===== src/rtl/encoder_scheduler_if.sv =====
// ---------------------------------------------------------------------------
// encoder_scheduler_if
//   Bundles the requester side and the encoder side of encoder_scheduler.
//
//   Parameters
//     NUM_REQ    : number of frame sources
//     FRAME_SIZE : encoder frame width (matches FRAME_SIZE in definitions.v)
//
//   Signals
//     req_valid  : per-requester frame request (level)
//     req_data   : packed frames, requester i at [i*FRAME_SIZE +: FRAME_SIZE]
//     req_ack    : one-cycle completion pulse to the served requester
//     enc_data   : frame presented to encoder data
//     enc_enable : encoder enable
//     enc_irq    : encoder completion flag
//     busy       : scheduler not idle
//     grant_id   : current or last granted requester
//     tx_error   : one-cycle watchdog abort pulse
//
//   Modports
//     master : requesters + encoder (drive requests and irq)
//     slave  : the scheduler itself
// ---------------------------------------------------------------------------
interface encoder_scheduler_if #(
   parameter int NUM_REQ    = 4,
   parameter int FRAME_SIZE = 16
);
   localparam int IDW = $clog2(NUM_REQ);

   logic [NUM_REQ-1:0]            req_valid;
   logic [NUM_REQ*FRAME_SIZE-1:0] req_data;
   logic [NUM_REQ-1:0]            req_ack;
   logic [FRAME_SIZE-1:0]         enc_data;
   logic                          enc_enable;
   logic                          enc_irq;
   logic                          busy;
   logic [IDW-1:0]                grant_id;
   logic                          tx_error;

   modport master (
      output req_valid, req_data, enc_irq,
      input  req_ack, enc_data, enc_enable, busy, grant_id, tx_error
   );

   modport slave (
      input  req_valid, req_data, enc_irq,
      output req_ack, enc_data, enc_enable, busy, grant_id, tx_error
   );
endinterface


===== src/rtl/encoder_scheduler.sv =====
// ---------------------------------------------------------------------------
// encoder_scheduler
//   Shares one LightIO encoder among NUM_REQ frame sources. Round-robin
//   arbitration in IDLE, holds the granted frame on the encoder for the
//   whole transfer, waits for enc_irq, then enforces an inter-frame gap that
//   also waits for enc_irq to drop.
//
//   Optional feature macro: ENC_WATCHDOG_EN
//     defined   : BUSY aborts after TIMEOUT_CYCLES without enc_irq and
//                 pulses tx_error (no req_ack for the aborted frame)
//     undefined : BUSY waits indefinitely, tx_error tied 0
//
//   Ports
//     clock : system clock, rising edge
//     reset : asynchronous, active-low
//     bus   : encoder_scheduler_if.slave (requests, acks, encoder drive)
//
//   state | meaning
//   ------+-------------------------------------------------------------
//   IDLE  | no frame in flight, arbitrate among req_valid
//   BUSY  | enc_enable high with latched frame, wait for enc_irq
//   GAP   | enc_enable low, count GAP_CYCLES and wait for enc_irq low
// ---------------------------------------------------------------------------
module encoder_scheduler #(
   parameter int NUM_REQ        = 4,
   parameter int GAP_CYCLES     = 8,
   parameter int TIMEOUT_CYCLES = 1024,
   parameter int FRAME_SIZE     = 16
) (
   input logic               clock,
   input logic               reset,
   encoder_scheduler_if.slave bus
);

   localparam int IDW = $clog2(NUM_REQ);
   localparam int GCW = $clog2(GAP_CYCLES + 1);

   localparam logic [1:0] S_IDLE = 2'd0;
   localparam logic [1:0] S_BUSY = 2'd1;
   localparam logic [1:0] S_GAP  = 2'd2;

   logic [1:0]            state;
   logic [IDW-1:0]        grant_q;     // doubles as the round-robin pointer
   logic [FRAME_SIZE-1:0] enc_data_q;
   logic                  enc_enable_q;
   logic [NUM_REQ-1:0]    req_ack_q;
   logic [GCW-1:0]        gap_cnt;

   logic                  any_req;
   logic [IDW-1:0]        winner;
   logic                  wd_expire;

   // First set request bit searching upward from pointer+1, wrapping.
   always_comb begin
      int idx;
      any_req = 1'b0;
      winner  = '0;
      idx     = 0;
      for (int i = 1; i <= NUM_REQ; i++) begin
         idx = int'(grant_q) + i;
         if (idx >= NUM_REQ) idx = idx - NUM_REQ;
         if (!any_req && bus.req_valid[idx]) begin
            any_req = 1'b1;
            winner  = IDW'(idx);
         end
      end
   end

`ifdef ENC_WATCHDOG_EN
   localparam int TCW = $clog2(TIMEOUT_CYCLES + 1);

   logic [TCW-1:0] wd_cnt;
   logic           tx_error_q;

   // wd_cnt holds k-1 on the k-th BUSY edge, so the abort lands exactly
   // TIMEOUT_CYCLES edges after the grant.
   assign wd_expire = (state == S_BUSY) && (wd_cnt == TCW'(TIMEOUT_CYCLES - 1));

   always_ff @(posedge clock or negedge reset) begin
      if (!reset) begin
         wd_cnt <= '0;
      end else if (state == S_IDLE) begin
         wd_cnt <= '0;
      end else if (state == S_BUSY && wd_cnt != '1) begin
         wd_cnt <= wd_cnt + 1'b1;
      end
   end

   // enc_irq on the expiry edge wins, so no error in that case.
   always_ff @(posedge clock or negedge reset) begin
      if (!reset) begin
         tx_error_q <= 1'b0;
      end else begin
         tx_error_q <= wd_expire && !bus.enc_irq;
      end
   end

   assign bus.tx_error = tx_error_q;
`else
   assign wd_expire    = 1'b0;
   assign bus.tx_error = 1'b0;
`endif

   always_ff @(posedge clock or negedge reset) begin
      if (!reset) begin
         state        <= S_IDLE;
         grant_q      <= IDW'(NUM_REQ - 1);
         enc_data_q   <= '0;
         enc_enable_q <= 1'b0;
         req_ack_q    <= '0;
         gap_cnt      <= '0;
      end else begin
         req_ack_q <= '0;
         case (state)
            S_IDLE: begin
               if (any_req) begin
                  grant_q      <= winner;
                  enc_data_q   <= bus.req_data[int'(winner)*FRAME_SIZE +: FRAME_SIZE];
                  enc_enable_q <= 1'b1;
                  state        <= S_BUSY;
               end
            end
            S_BUSY: begin
               if (bus.enc_irq) begin
                  req_ack_q[grant_q] <= 1'b1;
                  enc_enable_q       <= 1'b0;
                  gap_cnt            <= GCW'(GAP_CYCLES - 1);
                  state              <= S_GAP;
               end else if (wd_expire) begin
                  enc_enable_q <= 1'b0;
                  gap_cnt      <= GCW'(GAP_CYCLES - 1);
                  state        <= S_GAP;
               end
            end
            S_GAP: begin
               // Loaded with GAP_CYCLES-1 so the last GAP edge is the one
               // that sees zero; an asserted irq holds us here regardless.
               if (gap_cnt == '0) begin
                  if (!bus.enc_irq) state <= S_IDLE;
               end else begin
                  gap_cnt <= gap_cnt - 1'b1;
               end
            end
            default: begin
               state        <= S_IDLE;
               enc_enable_q <= 1'b0;
            end
         endcase
      end
   end

   assign bus.req_ack    = req_ack_q;
   assign bus.enc_data   = enc_data_q;
   assign bus.enc_enable = enc_enable_q;
   assign bus.busy       = (state != S_IDLE);
   assign bus.grant_id   = grant_q;

endmodule


===== src/flat_wrapper.sv =====
// flat-port wrapper written by rule: the top's interface ports become plain ports
module encoder_scheduler_flat 
#(
   parameter int NUM_REQ        = 4,
   parameter int GAP_CYCLES     = 8,
   parameter int TIMEOUT_CYCLES = 1024,
   parameter int FRAME_SIZE     = 16
)
  (clock, reset, bus_req_valid, bus_req_data, bus_enc_irq, bus_req_ack, bus_enc_data, bus_enc_enable, bus_busy, bus_grant_id, bus_tx_error);
  encoder_scheduler_if #(.NUM_REQ(NUM_REQ), .FRAME_SIZE(FRAME_SIZE)) bus_i ();
  input logic clock;
  input logic reset;
  input wire logic [$bits(bus_i.req_valid)-1:0] bus_req_valid;
  input wire logic [$bits(bus_i.req_data)-1:0] bus_req_data;
  input wire logic [$bits(bus_i.enc_irq)-1:0] bus_enc_irq;
  output wire logic [$bits(bus_i.req_ack)-1:0] bus_req_ack;
  output wire logic [$bits(bus_i.enc_data)-1:0] bus_enc_data;
  output wire logic [$bits(bus_i.enc_enable)-1:0] bus_enc_enable;
  output wire logic [$bits(bus_i.busy)-1:0] bus_busy;
  output wire logic [$bits(bus_i.grant_id)-1:0] bus_grant_id;
  output wire logic [$bits(bus_i.tx_error)-1:0] bus_tx_error;
  assign bus_i.req_valid = bus_req_valid;
  assign bus_i.req_data = bus_req_data;
  assign bus_i.enc_irq = bus_enc_irq;
  assign bus_req_ack = bus_i.req_ack;
  assign bus_enc_data = bus_i.enc_data;
  assign bus_enc_enable = bus_i.enc_enable;
  assign bus_busy = bus_i.busy;
  assign bus_grant_id = bus_i.grant_id;
  assign bus_tx_error = bus_i.tx_error;
  encoder_scheduler #(.NUM_REQ(NUM_REQ), .GAP_CYCLES(GAP_CYCLES), .TIMEOUT_CYCLES(TIMEOUT_CYCLES), .FRAME_SIZE(FRAME_SIZE)) u_core (.clock(clock), .reset(reset), .bus(bus_i));
endmodule

===== config.mk =====
export PLATFORM = sky130hd
export DESIGN_NAME = encoder_scheduler_flat
export DESIGN_NICKNAME = d
export VERILOG_FILES = /design/src/rtl/encoder_scheduler_if.sv /design/src/rtl/encoder_scheduler.sv /design/src/flat_wrapper.sv
export SDC_FILE = /design/constraint.sdc
export NUM_CORES = 1
export LEC_CHECK = 0
export ABC_CLOCK_PERIOD_IN_PS = 3600
export CORE_MARGIN = 8
export CORE_UTILIZATION = 41
export DETAILED_ROUTE_END_ITERATION = 10
export HOLD_SLACK_MARGIN = 0.02
export PLACE_DENSITY = 0.86
export SLEW_MARGIN = 10
export SYNTH_ARGS = -nofsm -noshare
export SYNTH_HDL_FRONTEND = slang
export SYNTH_SLANG_ARGS = --single-unit

===== constraint.sdc =====
create_clock -name clock -period 3.6 [get_ports clock]
set_input_delay 0.36 -clock clock [delete_from_list [all_inputs] [get_ports clock]]
set_output_delay 0.36 -clock clock [all_outputs]
set_load 0.03 [all_outputs]

After elaboration in Yosys (flattened, before gate mapping)
Cells that the tools add are included.
{ "classes": {"n_addsub": 9, "order_cmp": 10, "n_eq_ne": 7, "shifts": 1, "mux": 39, "n_bitwise": 1, "reduce_logical": 15} }
{ "op_table": {"columns": ["op", "count"], "rows": [
  [">= comparator 32 x 4 -> 1 bit (second input constant)", 4],
  ["< comparator 32 x 4 -> 1 bit (second input constant)", 4],
  ["two-way mux 32 bit", 4],
  ["subtractor 32 x 4 -> 32 bit (second input constant)", 4],
  ["variable part select 64 x 7 -> 16 bit", 1],
  ["two-way mux 2 bit", 8],
  ["two-way mux 4 bit", 4],
  ["two-way mux 1 bit", 15],
  ["binary-select mux 1 bit (select 2 bit)", 4],
  ["one-hot mux 4 bit (2 select lines)", 1],
  ["adder 2 x 2 -> 3 bit (second input constant)", 2],
  ["!= test 2 bit (second input constant)", 3],
  ["one-hot mux 2 bit (3 select lines)", 1],
  ["AND reduction 3 bit", 2],
  ["adder 2 x 3 -> 4 bit (second input constant)", 1],
  ["logical AND 1 bit", 4],
  ["logical NOT 4 bit", 1],
  ["!= test 2 x 1 -> 1 bit (second input constant)", 2],
  ["AND reduction 4 bit", 1],
  ["nonzero test 2 bit", 2],
  ["subtractor 4 x 1 -> 4 bit (second input constant)", 1],
  ["adder 2 x 1 -> 3 bit (second input constant)", 1],
  ["logical NOT 1 bit", 3],
  ["< comparator 2 x 3 -> 1 bit (second input constant)", 1],
  ["8 further kinds", 8]
]} }
{ "word_totals": {"reg_bits": 29, "input_bits": 71, "out_inout_bits": 25, "elab_cells": 88} }

Depth between registers and ports, before layout
Gate-level depths: netlist of run 1.
{ "depth": {"ltp_word": 18, "ltp_mapped": 11, "ltp_nobuf": 8} }

Worst setup path before layout of run 1
OpenSTA, ideal clock, no wires.
{ "synth_path": {"path_type": "register -> register", "from": "register u_core.grant_q[0], in the netlist u_core.bus.grant_id[0]", "to": "register u_core.enc_data_q[0], in the netlist u_core.bus.enc_data[0]", "setup_time_ns": 0.142, "t_arrival_ns": 2.708, "required_time_ns": 3.458, "path_slack_ns": 0.750, "path_stages_with_launch": 11, "path_buffers": 2, "synth_period_minus_slack_ns": 2.850, "path_cell_list": "dfstp_2 buf_6 bufinv_8 ha_1 mux4_2 nand2b_4 o41ai_4 mux2i_4 buf_8 mux2i_1 o221ai_1"} }
{ "synth_via": {"elab_chain_cells": 17, "word_cells_on_any_way": 44, "cone_classes": "add/sub: 8; order compare: 4; shift: 1; mux: 24; reduce/logical: 7"} }
{ "synth_rtl": {"columns": ["element", "line_no", "source"], "rows": [
  ["start, declared", "encoder_scheduler.sv:43", "logic [IDW-1:0] grant_q;"],
  ["start signal, assigned", "encoder_scheduler.sv:107", "grant_q <= IDW'(NUM_REQ - 1);"],
  ["start signal, assigned", "encoder_scheduler.sv:117", "grant_q <= winner;"],
  ["adder 2 x 1 -> 3 bit", "encoder_scheduler.sv:60", "idx = int'(grant_q) + i;"],
  ["subtractor 32 x 4 -> 32 bit / >= comparator 32 x 4 -> 1 bit (equally long branches)", "encoder_scheduler.sv:61", "if (idx >= NUM_REQ) idx = idx - NUM_REQ;"],
  ["two-way mux 32 bit", "encoder_scheduler.sv:61", null],
  ["binary-select mux 1 bit (select 2 bit)", "encoder_scheduler.sv:62", "if (!any_req && bus.req_valid[idx]) begin"],
  ["two-way mux 1 bit (not written as such) (2 in a row)", "encoder_scheduler.sv:62", null],
  ["two-way mux 1 bit", "encoder_scheduler.sv:62", null],
  ["logical NOT 1 bit", "encoder_scheduler.sv:62", null],
  ["logical AND 1 bit", "encoder_scheduler.sv:62", null],
  ["two-way mux 1 bit", "encoder_scheduler.sv:62", null],
  ["logical NOT 1 bit", "encoder_scheduler.sv:62", null],
  ["logical AND 1 bit", "encoder_scheduler.sv:62", null],
  ["two-way mux 1 bit", "encoder_scheduler.sv:62", null],
  ["logical NOT 1 bit", "encoder_scheduler.sv:62", null],
  ["logical AND 1 bit", "encoder_scheduler.sv:62", null],
  ["two-way mux 2 bit / two-way mux 1 bit (equally long branches)", "encoder_scheduler.sv:62", null],
  ["variable part select 64 x 7 -> 16 bit / AND reduction 2 bit (equally long branches)", null, null],
  ["end signal, assigned", "encoder_scheduler.sv:118", "enc_data_q <= bus.req_data[int'(winner)*FRAME_SIZE +: FRAME_SIZE];"],
  ["end, declared", "encoder_scheduler.sv:44", "logic [FRAME_SIZE-1:0] enc_data_q;"]
]} }
Several ways; a longest one is shown, not always the timed one. The select of a mux whose other input is x is not followed.
A chain may end at the register's enable or synchronous reset.

Worst setup path in the final report of run 1
{ "layout_path": {"from": "register u_core.grant_q[0], in the netlist u_core.bus.grant_id[0]", "to": "register u_core.enc_data_q[14], in the netlist u_core.bus.enc_data[14]"} }
Same word-level chain as after synthesis.

==> results.py, run 1 <==
metrics = {
    "outcome": {
        "run_status": "finished, final reports clean",
    },
    "sta": {
        "period_needed_ns": 2.94,
        "rsz0062_at_grt": "false",
        "holdWs_ns": 0.484,
        "relSlewSlack_pct": 28.8,
        "setup-violations-final": 0,
        "max_freq_mhz": 340,
        "slew_violations": 0,
        "clock-skew-final_ns": 0.00756,
        "hold_viol_final": 0,
        "min_period_over_period_pct": 81.7,
        "fin_tns_setup_ns": 0,
        "max_slew.worst_pin.slew_ns": 1.06,
    },
    "place": {
        "hpwl_mm": 4.65,
        "place.gp.congestion": 0.791,
        "port_buffers": 94,
    },
    "logic_synthesis": {
        "ys_types": 45,
        "synth_top_area_share_pct": 34.6,
        "syn_area_per_cell_sq_um": 10.4,
        "synth_top_area_cell": "dfrtp_1",
        "synth_edf_count": 0,
        "ys_top_cells_by_area": "dfrtp_1, mux2i_1, o221ai_1",
        "syn-cell-area_sq_um": 1950,
        "synthArstFlopShare_pct": 100,
        "synth_ff_type": "dfrtp_1",
        "synth_seq_cells": 29,
        "yosysWarningCount": 0,
        "syn-num-nets": 264,
        "synthCells": 188,
        "synth-seq-area-share_pct": 37.3,
    },
    "power": {
        "switching_share_pct": 44.0,
        "p_comb_share_pct": 64.5,
        "leakagePower_nw": 1.25,
        "switchingPower_w": 0.00109,
        "peakVddDrop_mv": 0.739,
        "sequentialPowerShare_pct": 24.9,
        "power_per_cell_area_nw_per_um2": 842,
        "clkPwrFrac_pct": 10.6,
        "p_int_w": 0.00139,
    },
    "global_routing": {
        "grt.overflow.total": 0,
        "antenna_found_initial": 0,
        "grt_pass1_wl_mm": 9.47,
        "track_usage_pct": 16.5,
        "grt_max_degree": 33,
        "grt_pass1_vias": 1792,
    },
    "finish": {
        "area_growth_pct": 50.8,
        "nets": 350,
        "drive_gt1_share_pct": 6.93,
        "diodes": 0,
    },
    "routing": {
        "drtPass1Iterations": 4,
        "drtIter0Drc": 57,
        "drt-total-wl_mm": 5.93,
        "via_per_inst": 5.31,
        "drc_errors": 0,
        "num_vias": 1743,
        "ant_nets": 0,
        "wl_per_cell_um": 18.1,
    },
    "floorplanning": {
        "num_rows": 25,
        "io_pins": 96,
        "chipWidth_um": 85.0,
        "die-height_um": 85.0,
        "initial_core_util_pct": 41.9,
        "die-area_sq_um": 7230,
        "core_sq_um": 4660,
    },
    "critical_path": {
        "ff2ff_path_depth": 9,
        "cp_data_required_time_ns": 3.71,
        "path_cells": "bufinv_8, ha_1, mux4_2, nand2b_4, o41ai_4, mux2i_4, buf_12, mux2i_1, o221ai_1",
        "path_buf_inv": 2,
        "critPathKind": "reg2reg",
        "crit_cells": 9,
        "start_kind": "flop",
        "critPathMaxFanout": 32,
        "worst_ep_arrival_time_ns": 3.05,
        "max_stage_delay_ns": 0.68,
        "critical-path-top-delay-family": "multiplexers",
        "critical_path.endpoint_type": "flop",
        "cp_slowest_cell": "dfstp_2",
    },
    "clock_network": {
        "cts_buffers": 5,
        "numClockSinks": 29,
        "cts.htree.levels": 2,
        "clockBufferDepth": 2,
        "clk_pin_slew_ns": 0.06,
        "cts-resized-gates": 0,
        "insertion_delay_ns": 0.28,
        "tritoncts": "built",
        "post_cts_buffers": 0,
        "cts-root-buf": "clkbuf_8",
        "cts_hold_buf": 0,
    },
    "flow_run": {
        "cap_violations": 0,
    },
    "hold_path": {
        "hold-path-cell-count": 2,
        "hp-class": "reg2reg",
    },
}
==> worst paths after layout <==
kind | startpoint | slack [ns] | to
min in group asynchronous | reset | 0.66 | u_core.bus.enc_data[9]
setup / recovery | u_core.bus.grant_id[0] | 0.66 | u_core.bus.enc_data[14]
max in group asynchronous | reset | 2.23 | u_core.bus.enc_data[2]
hold / removal | u_core.bus.enc_data[4] | 0.48 | u_core.bus.enc_data[4]
hold reg to reg | u_core.bus.enc_data[4] | 0.48 | u_core.bus.enc_data[4]
setup reg to reg | u_core.bus.grant_id[0] | 0.66 | u_core.bus.enc_data[14]
==> metrics by stage <==
| stage | total power (W) | util (%) | instances | setup slack (ns) | instance area [sq um] |
|---|---|---|---|---|---|
| 2_1_floorplan | 0.00178 | - | 188 | 0.750 | 1950 |
| 3_3_place_gp | 0.00218 | 61.3 | 321 | 0.766 | 2860 |
| 3_5_place_dp | 0.00223 | 61.3 | 321 | 0.639 | 2860 |
| 4_1_cts | 0.00251 | 63.2 | 328 | 0.633 | 2950 |
| 5_1_grt | 0.00265 | 63.2 | 328 | 0.486 | 2950 |
| 6_report | 0.00248 | 63.2 | 328 | 0.658 | 2950 |
==> cells in the final DEF (no fill, tap or decap), types with 2 or more instances in the layout <==
cell              n
nand2_1          22
clkbuf_8          6
clkdlybuf4s50_1  94
nor2_1            7
mux2i_1          33
ha_1              5
nor2b_1           2
nor3_1            6
o221ai_1         16
dfrtp_1          27
inv_1             4
mux4_2            2
nand2b_1          3
dfstp_2           2
a21oi_1           7
and2_1            4
xor2_1            2
o21ai_0           4
or2_2             2
o21ai_1           3
==> worst register-to-register path, stage by stage, from the launching register on <==
cell	delay, ns
dfstp_2	0.68
bufinv_8	0.26
ha_1	0.33
mux4_2	0.31
nand2b_4	0.17
o41ai_4	0.07
mux2i_4	0.31
buf_12	0.26
mux2i_1	0.25
o221ai_1	0.15
==> routing by layer <==
layer | track usage [%] | wire, um | share of wire [%] | vias up
met2 | 29.8 | 3250 | 55 | 38
li1 | - | - | - | 860
met4 | 5.34 | 73 | 1.2 | 0
met5 | 0 | 0 | 0 | -
met3 | 3.19 | 203 | 3.4 | 6
met1 | 19.0 | 2410 | 41 | 839
==> synth_stat cells (2+ instances only) <==
master	instances
xor2_1	2
o21ai_1	3
nor2b_1	2
mux4_2	2
dfstp_2	2
nand2_1	22
dfrtp_1	27
nand2b_1	3
clkbuf_1	6
inv_1	4
buf_2	4
buf_8	3
a21oi_1	7
ha_1	5
mux2i_1	33
nor2_1	7
or2_2	2
o221ai_1	16
and2_1	4
o21ai_0	4
nor3_1	6
==> cell families after synthesis <==
kind of cell             count (synthesis)  share of synthesized area, %
AND/OR/NAND/NOR                         52                          13.4
adder cells (fa/ha/maj)                  5                          3.20
other                                    1                         0.192
buffers and inverters                   22                          8.33
XOR/XNOR                                 2                         0.897
flip-flops                              29                          37.3
AO/OA/AOI/OAI                           41                          16.3
multiplexers                            36                          20.4
==> power by group through the flow <==
stage               clock network (W)  registers, W  logic, W
floorplan                           0      0.000776   0.00101
global placement                    0      0.000613   0.00156
detailed placement                  0      0.000622   0.00161
CTS                          0.000273      0.000619   0.00162
global route                 0.000288      0.000644   0.00171
finish                       0.000262      0.000618   0.00160
==> registers in the layout, summed over array words and instances, names as in the netlist <==
register               cells
u_core.gap_cnt             4
u_core.bus.enc_enable      1
u_core.bus.enc_data       16
u_core.bus.grant_id        2
u_core.state               2
u_core.bus.req_ack         4
==> layout make-up <==
type / instances / area [sq um]
fillers: 396 / 1720
multi-input cells: 137 / 1060
inverters: 5 / 32.5
well taps: 54 / 67.6
flip-flops and latches: 29 / 728
clock buffers: 7 / 86.3
repair buffers: 96 / 968
(Power assumes the default switching activity.)
==> run 2, diff against run 1 <==
- ABC_CLOCK_PERIOD_IN_PS: 3600 -> 2500
- CORE_UTILIZATION: 41 -> 37
- PLACE_DENSITY: 0.86 -> 0.82
- clock period: 3.6 -> 2.5 ns (I/O delays scaled with it)
==> run 2 against run 1 <==
Against the previous run: the flow now finishes with violations (setup timing); critical path type unchanged; fmax increased by 12%; register-to-register slack got worse by 0.78 ns; combinational power increased by 82%; clock-buffer cell count is 1 higher; clock skew grew 0.0024 ns; total power is 68% higher; worst hold slack got worse by 0.12 ns.
==> results.py, run 2 (synthesized netlist as in run 1, its figures left out) <==
metrics = {
    "routing": {
        "drt-total-wl_mm": 6.47,
        "drc_errors": 0,
        "num_vias": 1879,
        "drtPass1Iterations": 4,
        "wl_per_cell_um": 17.6,
        "drtIter0Drc": 62,
        "via_per_inst": 5.12,
        "ant_nets": 0,
    },
    "critical_path": {
        "cp_slowest_cell": "dfstp_2",
        "start_kind": "flop",
        "critPathMaxFanout": 10,
        "rr_endpoint": "u_core.bus.enc_data[15]",
        "worst_ep_arrival_time_ns": 2.77,
        "cp_data_required_time_ns": 2.65,
        "ff2ff_setup_slack_ns": -0.12,
        "critPathKind": "reg2reg",
        "critical_path.endpoint_type": "flop",
        "path_cells": "inv_8, ha_4, mux4_2, nand2b_4, o41ai_4, mux2i_4, buf_12, clkbuf_16, mux2i_1, o221ai_1",
        "timing.critical_path.from": "u_core.bus.grant_id[0]",
        "max_stage_delay_ns": 0.64,
        "ff2ff_path_depth": 10,
        "rr_startpoint": "u_core.bus.grant_id[0]",
    },
    "clock_network": {
        "cts-root-buf": "clkbuf_8",
        "insertion_delay_ns": 0.28,
        "tritoncts": "built",
        "clk_pin_slew_ns": 0.06,
        "cts.htree.levels": 2,
        "cts_buffers": 5,
        "numClockSinks": 29,
        "clockBufferDepth": 2,
        "cts_hold_buf": 0,
    },
    "finish": {
        "diodes": 0,
        "drive_gt1_share_pct": 15.2,
        "final_cell_mix": "clkdlybuf4s50_1, mux2i_1, dfrtp_1",
        "area_growth_pct": 66.7,
        "nets": 372,
        "final_common_cell": "clkdlybuf4s50_1",
        "final_cells": 367,
        "largest_reg_flops": 16,
    },
    "sta": {
        "relSlewSlack_pct": 59.8,
        "period_needed_ns": 2.62,
        "clock-skew-final_ns": 0.00995,
        "max_freq_mhz": 382,
        "min_period_over_period_pct": 105,
        "slew_violations": 0,
        "rsz0062_at_grt": "true",
        "setup-violations-final": 14,
        "hold_viol_final": 0,
        "max_slew.worst_pin.slew_ns": 0.595,
        "fin_ws_ns": -0.118,
    },
    "floorplanning": {
        "chipWidth_um": 88.7,
        "io_pins": 96,
        "core_sq_um": 5110,
        "initial_core_util_pct": 38.2,
        "die-area_sq_um": 7860,
        "num_rows": 26,
        "die-height_um": 88.7,
    },
    "place": {
        "dp.cells": 355,
        "port_buffers": 94,
        "hpwl_mm": 4.77,
        "place.gp.congestion": 0.878,
        "dp_worst_setup_slack_ns": -0.0467,
    },
    "hold_path": {
        "hp-class": "in2async",
    },
    "global_routing": {
        "grt_max_degree": 30,
        "grt_pass1_wl_mm": 9.34,
        "antenna_found_initial": 0,
        "grt_pass1_vias": 1866,
        "track_usage_pct": 15.2,
        "grt.overflow.total": 0,
    },
    "power": {
        "peakVddDrop_mv": 0.927,
        "power_per_cell_area_nw_per_um2": 1280,
        "leakagePower_nw": 1.38,
    },
    "flow_run": {
        "cap_violations": 0,
    },
    "outcome": {
        "run_status": "finished, violations left",
        "violations": "setup timing",
    },
}
==> run 2: changes by cell type in the layout (fill, tap and decap cells not counted), moves of 2 or more <==
cell and delta:
mux2i_1 -2, buf_6 +2, buf_12 +2, clkbuf_16 +3
buf_4 +14
==> run 2: metal layers <==
layer / part of all wire [%] / vias up / track usage [%]
met1: 41 / 882 / 18.2
met5: 0 / - / 0
met3: 6.8 / 13 / 4.27
li1: - / 904 / -
met4: 2.2 / 0 / 5.68
met2: 50 / 80 / 25.1
==> run 2: worst max-delay path: cells and delay by family, from the launching register on <==
family          cells  cell delay [ns]
mux                 3             0.83
flops               1             0.64
buf+inv             3             0.37
fa+ha+maj           1             0.26
compound gates      2             0.20
simple gates        1             0.17
==> run 2: repair_timing <==
| item | CTS | global route |
|---|---|---|
| cloned | 0 | 3 |
| pin swaps | 1 | 3 |
| buffers inserted | 1 | 1 |
| setup endpoints to repair | 12 | 16 |
| gates resized for setup | 1 | 7 |
==> run 2: how the worst max path moves through the flow <==
stage / to / slack [ns]
after global routing: u_core.bus.enc_data[15] / -0.21
after detailed placement: u_core.bus.enc_data[4] / -0.05
after floorplan: u_core.bus.enc_data[0] / -0.16
after CTS: u_core.bus.enc_data[13] / -0.04
final: u_core.bus.enc_data[15] / -0.12
after global placement: u_core.bus.enc_data[12] / 0.05
==> run 2: final cells by class <==
type,count,area [sq um]
Clock buffer,8,90.1
Fill cell,412,1850
Inverter,5,26.3
Multi-Input combinational cell,137,1100
Sequential cell,29,728
Tap cell,70,87.6
Timing Repair Buffer,118,1230
==> run 2: stage by stage <==
step	hold slack, ns	power [W]	instance area, sq um	utilization, %	setup TNS (ns)
floorplan	-0.0456	0.00259	1970	-	-2.60
global placement	0.468	0.00334	3030	59.4	0
detailed placement	0.478	0.00342	3030	59.4	-0.222
CTS	0.374	0.00385	3130	61.4	-0.185
global route	0.412	0.00442	3260	63.7	-2.06
finish	0.361	0.00416	3260	63.7	-0.678
==> run 2: power breakdown <==
part           switching (W)  internal, W  total [W]
clock               0.000170     0.000224   0.000394
sequential          0.000156     0.000691   0.000847
combinational        0.00141      0.00151    0.00292
total                0.00174      0.00243    0.00416
